File: config.mk
export PLATFORM = sky130hd
export DESIGN_NAME = control_unit_flat
export DESIGN_NICKNAME = d
export VERILOG_FILES = /design/src/rtl/control_unit_if.sv /design/src/rtl/control_unit.sv /design/src/flat_wrapper.sv
export SDC_FILE = /design/constraint.sdc
export NUM_CORES = 1
export LEC_CHECK = 0
export CORE_ASPECT_RATIO = 1.4
export CORE_MARGIN = 4
export CORE_UTILIZATION = 35
export CTS_CLUSTER_DIAMETER = 100
export DETAILED_ROUTE_END_ITERATION = 10
export PLACE_DENSITY = 0.78
export SYNTH_ARGS = -nofsm -noshare
export SYNTH_HDL_FRONTEND = slang
export SYNTH_SLANG_ARGS = --single-unit
File: constraint.sdc
create_clock -name CLK -period 2.45 [get_ports CLK]
set_input_delay 0.245 -clock CLK [delete_from_list [all_inputs] [get_ports CLK]]
set_output_delay 0.245 -clock CLK [all_outputs]
set_load 0.02 [all_outputs]
File: src/rtl/control_unit_if.sv
// Control-unit <-> data-path bundle: instruction/flag in, control word and state out.
interface control_unit_if;
  logic [31:0] INSTRUCTION;
  logic        ZERO;
  logic [31:0] CTRL;
  logic [2:0]  STATE;

  modport master (output INSTRUCTION, output ZERO, input CTRL, input STATE);
  modport slave  (input INSTRUCTION, input ZERO, output CTRL, output STATE);
endinterface

File: src/rtl/control_unit.sv
// Five-state multi-cycle sequencer producing the data-path control word.
// state | meaning: IF fetch into IR | ID register read | EXE ALU op | MEM memory access | WB write-back, PC update
module control_unit (
  input  logic         CLK,
  input  logic         RST,
  control_unit_if.slave bus
);

  typedef enum logic [2:0] {
    S_IF  = 3'd0,
    S_ID  = 3'd1,
    S_EXE = 3'd2,
    S_MEM = 3'd3,
    S_WB  = 3'd4
  } state_t;

  localparam logic [31:0] M_PC_LOAD  = 32'h0000_0001;
  localparam logic [31:0] M_PC_SEL_1 = 32'h0000_0002;
  localparam logic [31:0] M_PC_SEL_2 = 32'h0000_0004;
  localparam logic [31:0] M_PC_SEL_3 = 32'h0000_0008;
  localparam logic [31:0] M_IR_LOAD  = 32'h0000_0010;
  localparam logic [31:0] M_MEM_R    = 32'h0000_0020;
  localparam logic [31:0] M_MEM_W    = 32'h0000_0040;
  localparam logic [31:0] M_R1_SEL_1 = 32'h0000_0080;
  localparam logic [31:0] M_REG_R    = 32'h0000_0100;
  localparam logic [31:0] M_REG_W    = 32'h0000_0200;
  localparam logic [31:0] M_WA_SEL_1 = 32'h0000_0400;
  localparam logic [31:0] M_WA_SEL_2 = 32'h0000_0800;
  localparam logic [31:0] M_WA_SEL_3 = 32'h0000_1000;
  localparam logic [31:0] M_WD_SEL_1 = 32'h0000_2000;
  localparam logic [31:0] M_WD_SEL_2 = 32'h0000_4000;
  localparam logic [31:0] M_WD_SEL_3 = 32'h0000_8000;
  localparam logic [31:0] M_SP_LOAD  = 32'h0001_0000;
  localparam logic [31:0] M_OP1_SEL_1 = 32'h0002_0000;
  localparam logic [31:0] M_OP2_SEL_1 = 32'h0004_0000;
  localparam logic [31:0] M_OP2_SEL_2 = 32'h0008_0000;
  localparam logic [31:0] M_OP2_SEL_3 = 32'h0010_0000;
  localparam logic [31:0] M_OP2_SEL_4 = 32'h0020_0000;
  localparam logic [31:0] M_MA_SEL_1 = 32'h0400_0000;
  localparam logic [31:0] M_MA_SEL_2 = 32'h0800_0000;
  localparam logic [31:0] M_MD_SEL_1 = 32'h1000_0000;

  localparam logic [31:0] IF_CTRL  = M_MA_SEL_2 | M_MEM_R | M_IR_LOAD;
  localparam logic [31:0] WR_RD    = M_REG_W | M_WA_SEL_3 | M_WD_SEL_3;
  localparam logic [31:0] WR_RT    = M_REG_W | M_WA_SEL_3 | M_WA_SEL_1 | M_WD_SEL_3;
  localparam logic [31:0] STACK    = M_OP1_SEL_1 | M_OP2_SEL_3 | M_MA_SEL_1;
  localparam logic [31:0] PC_NORM  = M_PC_SEL_1 | M_PC_SEL_3;
  localparam logic [31:0] PC_JR    = M_PC_SEL_3;
  localparam logic [31:0] PC_TAKEN = M_PC_SEL_2 | M_PC_SEL_3;
  localparam logic [31:0] PC_JUMP  = 32'h0000_0000;

  state_t      r_state;
  state_t      w_next_state;
  logic        r_zero_q;
  logic [5:0]  w_opcode;
  logic [5:0]  w_funct;
  logic [3:0]  w_alu;
  logic [31:0] w_exe;
  logic [31:0] w_exe_only;
  logic [31:0] w_mem;
  logic [31:0] w_wb;
  logic [31:0] w_pc;
  logic [31:0] w_ctrl;
  logic [19:0] w_unused_fields;

  assign w_opcode        = bus.INSTRUCTION[31:26];
  assign w_funct         = bus.INSTRUCTION[5:0];
  assign w_unused_fields = bus.INSTRUCTION[25:6];

  always_ff @(posedge CLK or negedge RST) begin
    if (!RST) begin
      r_state  <= S_IF;
      r_zero_q <= 1'b0;
    end else begin
      r_state <= w_next_state;
      if (r_state == S_EXE) r_zero_q <= bus.ZERO;
    end
  end

  always_comb begin
    w_next_state = S_IF;
    case (r_state)
      S_IF:    w_next_state = S_ID;
      S_ID:    w_next_state = S_EXE;
      S_EXE:   w_next_state = S_MEM;
      S_MEM:   w_next_state = S_WB;
      default: w_next_state = S_IF;
    endcase
  end

  // Instruction decode: bits held from EXE onward, plus per-phase extras.
  always_comb begin
    w_alu      = 4'd0;
    w_exe      = 32'h0;
    w_exe_only = 32'h0;
    w_mem      = 32'h0;
    w_wb       = 32'h0;
    w_pc       = PC_NORM;
    case (w_opcode)
      6'h00: begin
        case (w_funct)
          6'h20: begin w_alu = 4'd1; w_exe = M_OP2_SEL_4; w_wb = WR_RD; end
          6'h22: begin w_alu = 4'd2; w_exe = M_OP2_SEL_4; w_wb = WR_RD; end
          6'h2C: begin w_alu = 4'd3; w_exe = M_OP2_SEL_4; w_wb = WR_RD; end
          6'h24: begin w_alu = 4'd6; w_exe = M_OP2_SEL_4; w_wb = WR_RD; end
          6'h25: begin w_alu = 4'd7; w_exe = M_OP2_SEL_4; w_wb = WR_RD; end
          6'h27: begin w_alu = 4'd8; w_exe = M_OP2_SEL_4; w_wb = WR_RD; end
          6'h2A: begin w_alu = 4'd9; w_exe = M_OP2_SEL_4; w_wb = WR_RD; end
          6'h01: begin w_alu = 4'd5; w_exe = M_OP2_SEL_3 | M_OP2_SEL_1; w_wb = WR_RD; end
          6'h02: begin w_alu = 4'd4; w_exe = M_OP2_SEL_3 | M_OP2_SEL_1; w_wb = WR_RD; end
          6'h08: w_pc = PC_JR;
          default: ;
        endcase
      end
      6'h08: begin w_alu = 4'd1; w_exe = M_OP2_SEL_2; w_wb = WR_RT; end
      6'h1D: begin w_alu = 4'd3; w_exe = M_OP2_SEL_2; w_wb = WR_RT; end
      6'h0A: begin w_alu = 4'd9; w_exe = M_OP2_SEL_2; w_wb = WR_RT; end
      6'h0C: begin w_alu = 4'd6; w_wb = WR_RT; end
      6'h0D: begin w_alu = 4'd7; w_wb = WR_RT; end
      6'h0F: w_wb = WR_RT | M_WD_SEL_2;
      6'h23: begin
        w_alu = 4'd1;
        w_exe = M_OP2_SEL_2;
        w_mem = M_MEM_R;
        w_wb  = WR_RT | M_MEM_R | M_WD_SEL_1;
      end
      6'h2B: begin w_alu = 4'd1; w_exe = M_OP2_SEL_2; w_mem = M_MEM_W; end
      6'h04: begin
        w_alu = 4'd2;
        w_exe = M_OP2_SEL_4;
        w_pc  = r_zero_q ? PC_TAKEN : PC_NORM;
      end
      6'h05: begin
        w_alu = 4'd2;
        w_exe = M_OP2_SEL_4;
        w_pc  = r_zero_q ? PC_NORM : PC_TAKEN;
      end
      6'h02: w_pc = PC_JUMP;
      6'h03: begin w_pc = PC_JUMP; w_wb = M_REG_W | M_WA_SEL_2; end
      6'h1B: begin
        w_alu = 4'd2;
        w_exe = STACK | M_R1_SEL_1;
        w_mem = M_MEM_W | M_MD_SEL_1;
        w_wb  = M_SP_LOAD;
      end
      6'h1C: begin
        w_alu      = 4'd1;
        w_exe      = STACK;
        w_exe_only = M_SP_LOAD;
        w_mem      = M_MEM_R;
        w_wb       = M_MEM_R | M_REG_W | M_WD_SEL_1;
      end
      default: ;
    endcase
  end

  always_comb begin
    w_ctrl = IF_CTRL;
    case (r_state)
      S_IF:  w_ctrl = IF_CTRL;
      S_ID:  w_ctrl = M_REG_R;
      S_EXE: w_ctrl = M_REG_R | w_exe | {6'd0, w_alu, 22'd0} | w_exe_only;
      S_MEM: w_ctrl = M_REG_R | w_exe | {6'd0, w_alu, 22'd0} | w_mem;
      S_WB:  w_ctrl = M_REG_R | w_exe | {6'd0, w_alu, 22'd0} | w_wb | w_pc | M_PC_LOAD;
      default: w_ctrl = IF_CTRL;
    endcase
  end

  assign bus.CTRL  = w_ctrl;
  assign bus.STATE = r_state;

endmodule

File: src/flat_wrapper.sv
// flat-port wrapper written by rule: the top's interface ports become plain ports
module control_unit_flat 
  (CLK, RST, bus_INSTRUCTION, bus_ZERO, bus_CTRL, bus_STATE);
  control_unit_if bus_i ();
  input  logic CLK;
  input  logic RST;
  input wire logic [$bits(bus_i.INSTRUCTION)-1:0] bus_INSTRUCTION;
  input wire logic [$bits(bus_i.ZERO)-1:0] bus_ZERO;
  output wire logic [$bits(bus_i.CTRL)-1:0] bus_CTRL;
  output wire logic [$bits(bus_i.STATE)-1:0] bus_STATE;
  assign bus_i.INSTRUCTION = bus_INSTRUCTION;
  assign bus_i.ZERO = bus_ZERO;
  assign bus_CTRL = bus_i.CTRL;
  assign bus_STATE = bus_i.STATE;
  control_unit u_core (.CLK(CLK), .RST(RST), .bus(bus_i));
endmodule
Word level (Yosys, flattened, before mapping)

Cells that the tools add are included.

Mux-type cells: 14
Eq/ne operators: 28
Bitwise gates (word level): 5
Reduce and logical (&&, ||, !) cells: 12

Operator list:

| kind                                          | count |
|---|---|
| case mux 32 bit (4 select lines)              | 2 |
| case mux 32 bit (7 select lines)              | 1 |
| case mux 32 bit (5 select lines)              | 1 |
| case mux 29 bit (3 select lines)              | 1 |
| OR 32 bit                                     | 2 |
| == test 6 bit, second input constant          | 9 |
| case mux 22 bit (2 select lines)              | 1 |
| == test 6 x 4 -> 1 bit, second input constant | 6 |
| case mux 4 bit (9 select lines)               | 1 |
| OR 32 x 17 -> 32 bit                          | 1 |
| OR 32 x 26 -> 32 bit                          | 1 |
| OR 32 x 29 -> 32 bit                          | 1 |
| case mux 4 bit (7 select lines)               | 1 |
| == test 6 x 2 -> 1 bit, second input constant | 3 |
| == test 6 x 5 -> 1 bit, second input constant | 3 |
| 2-to-1 mux 17 bit                             | 1 |
| 2-to-1 mux 16 bit                             | 1 |
| == test 6 x 3 -> 1 bit, second input constant | 2 |
| case mux 3 bit (4 select lines)               | 1 |
| OR reduction 5 bit                            | 2 |
| OR reduction 9 bit                            | 1 |
| OR reduction 2 bit                            | 4 |
| OR reduction 7 bit                            | 1 |
| == test 3 x 2 -> 1 bit, second input constant | 2 |
| other kinds (9)                               | 10 |

Word-level logic and storage cells: 61
Register bits after elaboration: 4

Longest topological paths before layout

Depth after elaboration: 8
Gate-level depth with buffers: 7
Gate-level depth less buffers: 5

Worst setup path before layout

Ideal clock, no wire load.

Path type: input to output
Start: in bus_INSTRUCTION[30]
End: out bus_CTRL[15]
Buffers on the path: 2
Data arrival time: 1.962 ns
Path slack: 0.243 ns
Data required time: 2.205 ns
Cell stages on the path: 6
Cell sequence: buf_6 or4_4 and4b_2 a21boi_1 a31oi_1 buf_4

Cells in the longest elaborated chain, start to end: 7
Elaborated cells on any way between the ends: 25
Classes of those cells: 13 x eq/ne; 3 x mux; 5 x bitwise; 4 x reduce/logical

RTL lines:

| element                                                            | line                                                          | text |
|---|---|---|
| from (decl)                                                        | flat_wrapper.sv:7                                             | `input wire logic [$bits(bus_i.INSTRUCTION)-1:0] bus_INSTRUCTION;` |
| == test 6 bit (tied with other cells)                              | control_unit.sv:99                                            | `case (w_opcode)` |
| OR reduction 5 bit (no line) or OR reduction 2 bit (tied branches) | n/a                                                           |  |
| case mux 32 bit (5 select lines)                                   | control_unit.sv:99                                            |  |
| OR 32 x 26 -> 32 bit                                               | control_unit.sv:162, control_unit.sv:163, control_unit.sv:164 |  |
| OR 32 bit (2 in a row)                                             | control_unit.sv:164                                           | `S_WB: w_ctrl = M_REG_R \| w_exe \| {6'd0, w_alu, 22'd0} \| w_wb \| w_pc \| M_PC_LOAD;` |
| case mux 32 bit (4 select lines) *                                 | control_unit.sv:159                                           | `case (r_state)` |
| to (decl)                                                          | flat_wrapper.sv:9                                             | `output wire logic [$bits(bus_i.CTRL)-1:0] bus_CTRL;` |

Every way passes the cells marked *; elsewhere a longest branch is shown, timed or not.

Worst setup path after layout

Start: in bus_INSTRUCTION[26]
End: out bus_CTRL[6]

The elaborated chain is that of the path after synthesis.

==> flow_metrics.env <==
export IMPL_avgSynthCellArea_um2=6.43
export IMPL_die_x_um=55.1
export IMPL_required_ns=2.20
export IMPL_synthFlopType="dfrtp_1"
export IMPL_fin_worst_skew_ns=0.00150
export IMPL_root_buffer="clkbuf_8"
export IMPL_synth_cell_types=51
export IMPL_antenna_found_initial=0
export IMPL_clk_path_buf_depth=2
export IMPL_grt_pass1_wl_um=5960
export IMPL_yosys_top_cells_count="nor2_1, a21oi_1, nand2_1"
export IMPL_drive_gt1_share_pct=24.6
export IMPL_cap_violations=0
export IMPL_htree_levels=1
export IMPL_synth_top_cell_area_share_pct=9.21
export IMPL_p_sw_mw=0.133
export IMPL_start_util_pct=37.0
export IMPL_hold_buffers=0
export IMPL_ys_warn_count=0
export IMPL_numCtsBuffers=3
export IMPL_rsz0062_at_grt="false"
export IMPL_ys_ff_latch=4
export IMPL_layout_min_cycle_time_ns=2.36
export IMPL_p_int_mw=0.267
export IMPL_grt_usage_pct=19.4
export IMPL_grt_pass1_vias=1423
export IMPL_crit_path_end_kind="primary output"
export IMPL_layout_nets=277
export IMPL_first_pass_iters=4
export IMPL_finalSetupViolations=0
export IMPL_clkTransAtPathRegs_ns=0.03
export IMPL_total_power_mw=0.400
export IMPL_synth_most_common_cell="nor2_1"
export IMPL_min_period_over_period_pct=96.2
export IMPL_grt_start_max_net_pins=19
export IMPL_fillers=286
export IMPL_async_reset_ff_share_pct=100
export IMPL_p_leak_nw=0.882
export IMPL_via_count=1493
export IMPL_dp_hpwl_um=3090
export IMPL_critPathKind="in -> out"
export IMPL_die_h_um=73.9
export IMPL_fmax_mhz=424
export IMPL_p_clk_share_pct=34.6
export IMPL_synth_area_top_cells="dfrtp_1, a21oi_1, nor2_1"
export IMPL_wire_per_inst_um=13.5
export IMPL_crit_arrival_ns=2.11
export IMPL_overflow=0
export IMPL_hold_path_class="in -> async"
export IMPL_synth_edf_count=0
export IMPL_comb_power_share_pct=48.4
export IMPL_diodes=0
export IMPL_io_buffers=46
export IMPL_r2r_slack_ns=1.17
export IMPL_hold_viol_final=0
export IMPL_yosysSeqAreaShare_pct=9.21
export IMPL_drc=0
export IMPL_multi_input_area_um2=886
export IMPL_ant_nets=0
export IMPL_mappedNetlistArea_um2=1090
export IMPL_globalplace_congestion=0.911
export IMPL_cts_tree="built"
export IMPL_peakVddDrop_uv=201
export IMPL_drv_slew=0
export IMPL_vias_per_cell=5.39
export IMPL_fin_area_um2=1840
export IMPL_cp_max_fo=6
export IMPL_rows=23
export IMPL_io_pins=70
export IMPL_clkLatencyLatePin_ns=0.22
export IMPL_synth_largest_area_cell="dfrtp_1"
export IMPL_seqCellArea_um2=100
export IMPL_place_area_um2=1780
export IMPL_synth_cells=169
export IMPL_status="completed"
export IMPL_area_delta_synth_final_pct=68.8
export IMPL_dieArea_um2=4070
export IMPL_swShare_pct=33.2
export IMPL_core_um2=2940
export IMPL_powerDensity_nw_per_um2=218
export IMPL_clock_sinks=4
export IMPL_drt_total_wl_um=3750
export IMPL_seq_power_share_pct=17.0
export IMPL_drt_iter0_markers=31
export IMPL_start_kind="primary input"
layer usage:
metal  GRT usage [%]  vias to the layer above  part of all wire, %  wire, um
met2            35.4                       68                   54      2020
met4            11.4                        0                  3.8       143
met5               0                        -                    0         0
met3            2.00                       13                  5.2       196
li1                -                      745                    -         -
met1            20.6                      667                   37      1390
final timing paths:
check,startpoint,cells after the start,endpoint
worst max-delay path,bus_INSTRUCTION[26],6,bus_CTRL[6]
worst min-delay path,RST,1,u_core.bus.STATE[2]$_DFF_PN0_
worst max register to register,u_core.bus.STATE[1]$_DFF_PN0_,3,u_core.r_zero_q$_DFFE_PN0P_
worst min register to register,u_core.r_zero_q$_DFFE_PN0P_,1,u_core.r_zero_q$_DFFE_PN0P_
max in group asynchronous,RST,1,u_core.bus.STATE[1]$_DFF_PN0_
min in group CLK,u_core.r_zero_q$_DFFE_PN0P_,1,u_core.r_zero_q$_DFFE_PN0P_
repair_timing:
action | CTS | global route
endpoints found under the hold margin | 0 | 0
setup buffers | 2 | 0
pin swaps | 4 | 3
resized for setup | 45 | 15
endpoints found under the setup margin | 15 | 21
cell type report:
class	count	share of cell area, %
sequential	4	5.45
multi-input combinational	141	48.3
timing repair buffer	85	40.1
tap	37	2.52
clock buffer	3	2.25
inverter	7	1.43
stage by stage:
| step | hold slack [ns] | util [%] | TNS [ns] | instances | setup slack (ns) |
|---|---|---|---|---|---|
| after global placement | 0.462 | 60.5 | -3.57 | 272 | -0.384 |
| final | 0.237 | 62.5 | 0 | 277 | 0.0926 |
| after floorplan | -0.0506 | - | 0 | 171 | 0.243 |
| after CTS | 0.238 | 61.0 | -0.147 | 277 | -0.0532 |
| after detailed placement | 0.468 | 60.5 | -3.73 | 272 | -0.431 |
| after global routing | 0.261 | 62.5 | 0 | 277 | 0.00207 |
sequential cells by signal (all words and copies together) (netlist names):
register	flops
u_core.r_zero_q	1
u_core.bus.STATE	3
critical path, stage by stage:
cell and delay (ns):
clkdlybuf4s50_1 0.54, buf_4 0.17, nand3b_1 0.16, buf_4 0.19
nor3_1 0.18, clkdlybuf4s50_1 0.63
placed cells by master, fill, tap and decap left out, types with 4 or more instances in the layout:
cell	n
a21oi_1	15
a31oi_1	4
buf_4	43
clkdlybuf4s50_1	23
dfrtp_1	4
dlygate4sd2_1	8
dlymetal6s2s_1	7
inv_1	7
nand2_1	13
nand2b_1	10
nand3b_1	4
nor2_1	18
nor2b_1	5
nor3_1	12
o21ai_0	4
power by group through the flow:
stage               clock [mW]  sequential (mW)  combinational [mW]
global route             0.147           0.0682               0.211
finish                   0.138           0.0681               0.193
detailed placement           0           0.0687               0.194
CTS                      0.144           0.0681               0.192
floorplan                    0           0.0685               0.105
global placement             0           0.0687               0.191
logic make-up (layout without fill, tap and decap cells):
logic type | Yosys count | after routing | synth area share [%]
AOI/OAI and AO/OA | 44 | 44 | 26.8
other | 1 | 3 | 0.345
and+or+nand+nor | 87 | 87 | 45.7
buffers and inverters | 26 | 95 | 12.0
muxes | 2 | 2 | 1.96
DFF | 4 | 4 | 9.21
xor gates and xnor gates | 5 | 5 | 4.03
(Power assumes the default switching activity.)
